**src/rtl/fb_triple_buf_ctrl.sv**
```systemverilog
// fb_triple_buf_ctrl
//
// Triple-buffer scheduler for the camera-to-VGA frame store. Three frame
// buffers rotate between three roles: the one the camera is writing
// (wr_buf), the most recent completed frame waiting for the display
// (ready_buf, internal), and the one the display is scanning (rd_buf).
// The display only switches buffers at the start of vertical blank, so it
// never shows a partially written frame. The block also produces the
// camera-side pixel write address and write enable.
//
// Ports:
//   clk               system clock, rising edge
//   reset             asynchronous, active-high reset
//   cam_frame_start   one-cycle pulse at the start of a camera frame
//   cam_pix_we        one-cycle strobe per captured pixel
//   cam_frame_done    one-cycle pulse at the end of a camera frame
//   disp_frame_start  one-cycle pulse at the start of VGA vertical blank
//   wr_buf            buffer index the camera writes
//   wr_addr           pixel offset within wr_buf
//   wr_en             memory write enable (combinational, same cycle as strobe)
//   rd_buf            buffer index the display reads
//   frame_ready       the ready slot holds a completed, unread frame
//   wr_overflow       too many pixels seen in the current frame (sticky)
//   drop_cnt          completed frames overwritten before being displayed
//
// Build option:
//   FB_DROP_CNT_EN    when defined, drop_cnt counts drop events and saturates
//                     at 16'hFFFF; otherwise drop_cnt is tied to 0.

module fb_triple_buf_ctrl #(
  parameter int H_RES  = 320,
  parameter int V_RES  = 240,
  parameter int ADDR_W = $clog2(H_RES*V_RES)
) (
  input  logic              clk,
  input  logic              reset,
  input  logic              cam_frame_start,
  input  logic              cam_pix_we,
  input  logic              cam_frame_done,
  input  logic              disp_frame_start,
  output logic [1:0]        wr_buf,
  output logic [ADDR_W-1:0] wr_addr,
  output logic              wr_en,
  output logic [1:0]        rd_buf,
  output logic              frame_ready,
  output logic              wr_overflow,
  output logic [15:0]       drop_cnt
);

  localparam int                FRAME_PIX = H_RES * V_RES;
  localparam logic [ADDR_W-1:0] FULL_ADDR = ADDR_W'(FRAME_PIX);

  // Which role rotation the slot registers perform this cycle.
  typedef enum logic [1:0] {
    UPD_HOLD,     // nothing to do (includes display repeat with no new frame)
    UPD_PUBLISH,  // completed frame moves into the ready slot
    UPD_TAKE,     // display picks up the ready frame
    UPD_ROTATE    // display picks up the frame completing this very cycle
  } upd_e;

  upd_e        upd;
  logic [1:0]  ready_buf;
  logic [1:0]  wr_buf_nx, ready_buf_nx, rd_buf_nx;
  logic        frame_ready_nx;
  logic        addr_full;
  logic        valid_done;

  assign addr_full  = (wr_addr == FULL_ADDR);

  // Only an exactly-sized frame is published; short or long frames leave the
  // slots alone so the camera simply overwrites the same buffer next time.
  assign valid_done = cam_frame_done & addr_full & ~wr_overflow;

  // Gated by reset so nothing reaches memory while the block is held in reset.
  assign wr_en = cam_pix_we & ~cam_frame_start & (wr_addr < FULL_ADDR) & ~reset;

  always_comb begin
    upd            = UPD_HOLD;
    wr_buf_nx      = wr_buf;
    ready_buf_nx   = ready_buf;
    rd_buf_nx      = rd_buf;
    frame_ready_nx = frame_ready;

    if (valid_done && disp_frame_start)      upd = UPD_ROTATE;
    else if (valid_done)                     upd = UPD_PUBLISH;
    else if (disp_frame_start && frame_ready) upd = UPD_TAKE;

    case (upd)
      UPD_PUBLISH: begin
        wr_buf_nx      = ready_buf;
        ready_buf_nx   = wr_buf;
        frame_ready_nx = 1'b1;
      end
      UPD_TAKE: begin
        rd_buf_nx      = ready_buf;
        ready_buf_nx   = rd_buf;
        frame_ready_nx = 1'b0;
      end
      UPD_ROTATE: begin
        // The just-finished frame goes straight to the display; the stale
        // ready frame (if any) is recycled as the next write target.
        rd_buf_nx      = wr_buf;
        wr_buf_nx      = ready_buf;
        ready_buf_nx   = rd_buf;
        frame_ready_nx = 1'b0;
      end
      default: ;
    endcase
  end

  always_ff @(posedge clk or posedge reset) begin
    if (reset) begin
      wr_buf      <= 2'd0;
      ready_buf   <= 2'd1;
      rd_buf      <= 2'd2;
      frame_ready <= 1'b0;
    end else begin
      wr_buf      <= wr_buf_nx;
      ready_buf   <= ready_buf_nx;
      rd_buf      <= rd_buf_nx;
      frame_ready <= frame_ready_nx;
    end
  end

  // A frame start in the same cycle as a valid done: the slot update above
  // already retargets wr_buf, and the address restarts at 0 for the new frame.
  always_ff @(posedge clk or posedge reset) begin
    if (reset) begin
      wr_addr     <= '0;
      wr_overflow <= 1'b0;
    end else if (cam_frame_start) begin
      wr_addr     <= '0;
      wr_overflow <= 1'b0;
    end else begin
      if (wr_en)                  wr_addr     <= wr_addr + ADDR_W'(1);
      if (cam_pix_we && addr_full) wr_overflow <= 1'b1;
    end
  end

`ifdef FB_DROP_CNT_EN
  // A drop is a completed frame being replaced while the previous completed
  // frame was still unread.
  logic drop_evt;
  assign drop_evt = valid_done & frame_ready;

  always_ff @(posedge clk or posedge reset) begin
    if (reset)
      drop_cnt <= '0;
    else if (drop_evt && (drop_cnt != 16'hFFFF))
      drop_cnt <= drop_cnt + 16'd1;
  end
`else
  assign drop_cnt = '0;
`endif

endmodule
```
**config.mk**
```make
export PLATFORM = sky130hd
export DESIGN_NAME = fb_triple_buf_ctrl
export DESIGN_NICKNAME = d
export VERILOG_FILES = /design/src/rtl/fb_triple_buf_ctrl.sv
export SDC_FILE = /design/constraint.sdc
export NUM_CORES = 1
export LEC_CHECK = 0
export ABC_AREA = 1
export CORE_AREA = 3 3 74 76
export DETAILED_ROUTE_END_ITERATION = 7
export DIE_AREA = 0 0 77 79
export GPL_ROUTABILITY_DRIVEN = 0
export HOLD_SLACK_MARGIN = 0.12
export PLACE_DENSITY_LB_ADDON = 0.25
export RECOVER_POWER = 25
export SLEW_MARGIN = 10
export SYNTH_ARGS = -nofsm -noshare
export SYNTH_HDL_FRONTEND = slang
export SYNTH_SLANG_ARGS = --single-unit
```
**constraint.sdc**
```tcl
create_clock -name clk -period 2.06 [get_ports clk]
set_input_delay 0.206 -clock clk [delete_from_list [all_inputs] [get_ports clk]]
set_output_delay 0.206 -clock clk [all_outputs]
set_load 0.01 [all_outputs]
```
Word level (Yosys, flattened, before mapping)
Cells that the tools add are included.

storage, ports and cells
  logic and storage cells = 39
  latch bits = 0
  RAM bits = 0
  bits of input ports = 6
  memory bits (read-only) = 0
  bits in registers = 25
  memories kept = 0

cells by class
  $add $sub $neg = 1
  multiply operators = 0
  reductions and logical operators = 9
  bitwise operators = 8
  shift operators = 0
  mux-type cells = 10
  order comparisons = 1
  equality and inequality tests = 4
  div/mod/pow operators = 0

operator list
  kind                     number
  $mux W17                 2
  $add A17 B1 Y17 const B  1
  $eq A17 B17 Y1 const B   1
  $lt A17 B17 Y1 const B   1
  $pmux W2 S2              2
  $reduce_bool A2 Y1       4
  $mux W2                  3
  $and A1 B1 Y1            5
  $eq A2 B2 Y1 const B     2
  $reduce_or A2 Y1         2
  $logic_and A1 B1 Y1      3
  $not A1 Y1               3
  $eq A2 B1 Y1 const B     1
  $mux W1                  2
  $pmux W1 S2              1

Depth between registers and ports, before layout
  depth after elaboration = 8
  mapped depth = 12
  depth with buffers taken out = 12

Worst setup path after synthesis
No wires, ideal clock.

  kind = input to register
  from = in reset
  to = reg wr_addr[7]
  arrival = 1.523 ns
  library setup time = 0.120 ns
  stages = 7
  slack = 0.417 ns
  path through = inv_1 -> nand3_2 -> a21oi_4 -> buf_6 -> nand3_1 -> nor2_1 -> nor2_1

between the ends
  cells in the longest elaborated chain, start to end = 3

RTL lines
  element                       line  source
  start: declaration            36    input logic reset,
  $not A1 Y1                    75    assign wr_en = cam_pix_we & ~cam_frame_start & (wr_addr < FULL_ADDR) & ~reset;
  $and A1 B1 Y1                 75
  via wr_en                     43    output logic wr_en,
  $reduce_bool A2 Y1 (no line)  -
  end signal: assignment        135   if (wr_en) wr_addr <= wr_addr + ADDR_W'(1);
  end: declaration              42    output logic [ADDR_W-1:0] wr_addr,

The timed path passes the listed nets, and every way through them passes these cells.
A chain may end at the register's enable or synchronous reset.

Final worst setup path
  from = reg wr_addr[10]
  to = out wr_en

between the ends
  cells in the longest elaborated chain, start to end = 3

RTL lines
  element                      line
  $lt A17 B17 Y1               75
  $and A1 B1 Y1 (2 in series)  75
  end: declaration             43

No other way between the ends.

==> results_tabular.tex <==
\begin{tabular}{lr}
\hline
Metric & Value \\
\hline
\multicolumn{2}{l}{\textbf{Run status}} \\
\quad Outcome & completed \\
\multicolumn{2}{l}{\textbf{Pwr}} \\
\quad Areal power density over the cells & 422.9 mW/mm² \\
\quad Post-route total power & 0.8746 mW \\
\quad Peak supply drop & 0.2156 mV \\
\quad Net load switching power & 0.2196 mW \\
\quad Switching portion of total power & 25.11\% \\
\quad Clock power share & 34.1\% \\
\quad LEAKAGE & 0.9093 nW \\
\quad Gate power share & 9.0\% \\
\quad Relative contribution of sequential cells to total power & 56.8\% \\
\quad Cell-internal power & 0.6550 mW \\
\multicolumn{2}{l}{\textbf{Routing}} \\
\quad Count of unresolved DRC violations after routing & 0 \\
\quad DRT Wirelength & 4.003 mm \\
\quad Via total after detailed routing & 1,479 \\
\quad Mean routed wirelength per cell & 12.35 µm \\
\quad Antenna violation net count after detailed routing & 0 \\
\quad Vias per inst & 4.565 \\
\quad Starting DRT DRC Count & 103 \\
\quad Length of the first detailed-routing pass in iterations & 4 \\
\multicolumn{2}{l}{\textbf{Logic synthesis}} \\
\quad Flip-flop and latch count after synthesis & 25 \\
\quad Number of unique standard cell types used by synthesis & 31 \\
\quad Proportion of register bits with asynchronous set or reset after synthesis & 100.0\% \\
\quad Post-synthesis instance area & 0.001695 mm² \\
\quad Prevailing post-synth register cell & sky130\_fd\_sc\_hd\_\_dfrtp\_1 \\
\quad Count of flip-flops with a built-in enable after synthesis & 0 \\
\quad Synthesized instance count & 223 \\
\quad Synth warn & 0 \\
\quad Post-synthesis sequential area ratio & 37.05\% \\
\quad Avg Synthesized Cell Area & 7.603 µm² \\
\multicolumn{2}{l}{\textbf{Timing}} \\
\quad Shortest clock period the worst path allows after layout & 1977 ps \\
\quad Hold Fails Final Rpt & 0 \\
\quad Worst Setup Slack, final & 82.85 ps \\
\quad Hold slack final & 482.3 ps \\
\quad Total Negative Setup Slacks & 0 ps \\
\quad Endpoints failing setup & 0 \\
\quad Achievable frequency & 505.8 MHz \\
\quad Count of pins over their slew limit & 0 \\
\quad Slew at the pin with the worst max-slew slack & 1343 ps \\
\quad Max-slew headroom at the worst pin & 10.46\% \\
\quad Post-route fraction of the period consumed by the critical path & 95.98\% \\
\quad Worst Skew & 4.343 ps \\
\quad Unrepaired setup endpoints after global routing & false \\
\multicolumn{2}{l}{\textbf{Clock tree}} \\
\quad TritonCTS clock tree & built \\
\quad Number of buffers on the longest clock path & 2 \\
\quad CTS H-Tree Depth & 1 \\
\quad Post-CTS setup-driven buffer insertion count & 0 \\
\quad \# clock sinks & 25 \\
\quad Root buf cell & sky130\_fd\_sc\_hd\_\_clkbuf\_8 \\
\quad Num CTS Buffers & 3 \\
\quad Clk\_lat worst skew & 270 ps \\
\quad Reg clk slew, reported paths & 90 ps \\
\multicolumn{2}{l}{\textbf{Global route}} \\
\quad Number of global-route vias before repair & 1,458 \\
\quad Total gr overflow & 0 \\
\quad Pin count of the biggest net entering global routing & 26 \\
\quad First-pass GRT wire length & 6.941 mm \\
\quad Global-route usage over all layers & 14.20\% \\
\quad Initial antenna violation count & 0 \\
\multicolumn{2}{l}{\textbf{Die}} \\
\quad Floorplan die height & 79 µm \\
\quad Die Span X & 77 µm \\
\quad Number of rows created at floorplan & 25 \\
\quad Total core area & 0.004786 mm² \\
\quad Num ports & 46 \\
\quad Initial core utilization & 35.42\% \\
\quad Area of the die & 0.006083 mm² \\
\multicolumn{2}{l}{\textbf{Place}} \\
\quad Pre-CTS WS & 285.7 ps \\
\quad DP Wirelength & 3.048 mm \\
\quad Placed Area & 0.002019 mm² \\
\quad Input/output buffers & 29 \\
\quad Number of cells after detailed placement & 320 \\
\multicolumn{2}{l}{\textbf{Run}} \\
\quad Max cap viols & 0 \\
\multicolumn{2}{l}{\textbf{Finish}} \\
\quad NumNets Final & 266 \\
\quad Fraction of the core area covered by cells at the end of the flow & 43.22\% \\
\quad Number of antenna cells inserted & 0 \\
\quad Final Instance Area & 0.002068 mm² \\
\quad P\&R area growth vs syn & 21.99\% \\
\quad Fraction of layout cells with a size suffix above 1 & 12.45\% \\
\quad Final instance count without filler cells & 324 \\
\quad Most common library cell in the layout ignoring fill and taps & sky130\_fd\_sc\_hd\_\_nand2\_1 \\
\quad Commonest cells after routing, fill and taps aside & 50 x sky130\_fd\_sc\_hd\_\_nand2\_1, 29 x sky130\_fd\_sc\_hd\_\_clkdlybuf4s50\_1, 28 x sky130\_fd\_sc\_hd\_\_nor2\_1, 24 x sky130\_fd\_sc\_hd\_\_inv\_1, 22 x sky130\_fd\_sc\_hd\_\_dfrtp\_1 \\
\quad Fillers & 501 \\
\multicolumn{2}{l}{\textbf{Setup path}} \\
\quad Highest net fanout along the worst path & 5 \\
\quad Critical setup path kind & reg2out \\
\quad Worst Setup Start Kind & flop \\
\quad Critical Path End Type & output pin \\
\quad Critical path data arrival time & 1770 ps \\
\quad Required time at the endpoint of the critical path & 1850 ps \\
\multicolumn{2}{l}{\textbf{Worst hold path}} \\
\quad Tightest Hold Check Type & reg2reg \\
\hline
\end{tabular}
power by group through the flow:
stage	registers (mW)	clock network, mW	logic (mW)
finish	0.497	0.298	0.0790
detailed placement	0.507	0	0.0807
global route	0.498	0.335	0.0885
floorplan	0.507	0	0.0676
CTS	0.497	0.312	0.0809
global placement	0.507	0	0.0812
timing repair:
item,CTS,global route
endpoints found under the setup margin,0,1
gates resized for setup,0,2
hold buffers,0,0
synth_stat cells (2+ instances only):
library cell,n,area share [%]
sky130_fd_sc_hd__mux2_4,2,1.8
sky130_fd_sc_hd__o21bai_1,2,0.89
sky130_fd_sc_hd__nor3b_1,2,0.89
sky130_fd_sc_hd__nand3_1,16,4.7
sky130_fd_sc_hd__nor3_1,3,0.89
sky130_fd_sc_hd__a21oi_1,3,0.89
sky130_fd_sc_hd__o31ai_1,2,0.89
sky130_fd_sc_hd__ha_1,2,1.5
sky130_fd_sc_hd__inv_1,24,5.3
sky130_fd_sc_hd__nand2_2,4,1.5
sky130_fd_sc_hd__dfstp_2,2,3.1
sky130_fd_sc_hd__o21ai_0,6,1.8
sky130_fd_sc_hd__nor2_4,4,2.7
sky130_fd_sc_hd__nor2_1,29,6.4
sky130_fd_sc_hd__dfrtp_1,23,34
sky130_fd_sc_hd__nand2_1,50,11
sky130_fd_sc_hd__o21ai_1,8,2.4
sky130_fd_sc_hd__inv_2,3,0.66
sky130_fd_sc_hd__nand3_2,3,1.8
sky130_fd_sc_hd__nand4_1,7,2.6
sky130_fd_sc_hd__xor2_1,3,1.6
sky130_fd_sc_hd__buf_4,16,7.1
critical path, stage by stage, from the launching register on:
cell                              delay (ps)
sky130_fd_sc_hd__dfrtp_2                 460
sky130_fd_sc_hd__nand2_2                 110
sky130_fd_sc_hd__inv_2                    50
sky130_fd_sc_hd__nand2_1                  70
sky130_fd_sc_hd__nand3_2                 100
sky130_fd_sc_hd__a21oi_4                 160
sky130_fd_sc_hd__clkdlybuf4s50_1         560
per-layer routing:
metal | global-route usage (%) | wire length (µm)
met1 | 19.62 | 1940
met4 | 4.448 | 53
met3 | 3.061 | 251
met2 | 22.21 | 1758
met5 | 0 | 0
path summary, 6_finish.rpt:
check                             start  depth (start not counted)      endpoint  slack, ps
setup / recovery            wr_addr[10]                          6         wr_en         80
hold / removal             ready_buf[0]                          2  ready_buf[0]        480
setup reg to reg             wr_addr[0]                          8     wr_buf[0]        470
hold reg to reg            ready_buf[0]                          2  ready_buf[0]        480
max in group asynchronous         reset                          3   wr_addr[10]        440
min in group asynchronous         reset                          3     wr_buf[0]        730
final cells by class:
cell class / count / area, µm² / share of cell area (%)
Inverter: 27 / 101.3 / 4.900
Clock buffer: 3 / 41.29 / 1.996
Multi-Input combinational cell: 168 / 888.4 / 42.95
Timing Repair Buffer: 33 / 316.6 / 15.31
Tap cell: 67 / 83.83 / 4.053
Clock inverter: 1 / 7.507 / 0.3630
Sequential cell: 25 / 629.4 / 30.43
cells by family (layout without fill, tap and decap cells):
family / Yosys count / after routing / share of synthesized area (%)
AO/OA/AOI/OAI: 23 / 23 / 8.265
XOR/XNOR: 3 / 3 / 1.550
adder cells (fa/ha/maj): 2 / 2 / 1.476
buffers and inverters: 45 / 64 / 14.02
flip-flops: 25 / 25 / 37.05
multiplexers: 2 / 2 / 1.771
other: 1 / 16 / 0.2212
AND/OR/NAND/NOR: 122 / 122 / 35.65
registers in the layout, indices dropped and copies added, names as in the netlist:
| register | flops |
|---|---|
| wr_addr | 17 |
| rd_buf | 2 |
| ready_buf | 2 |
| wr_buf | 2 |
| frame_ready | 1 |
| wr_overflow | 1 |
(Power assumes the default switching activity.)
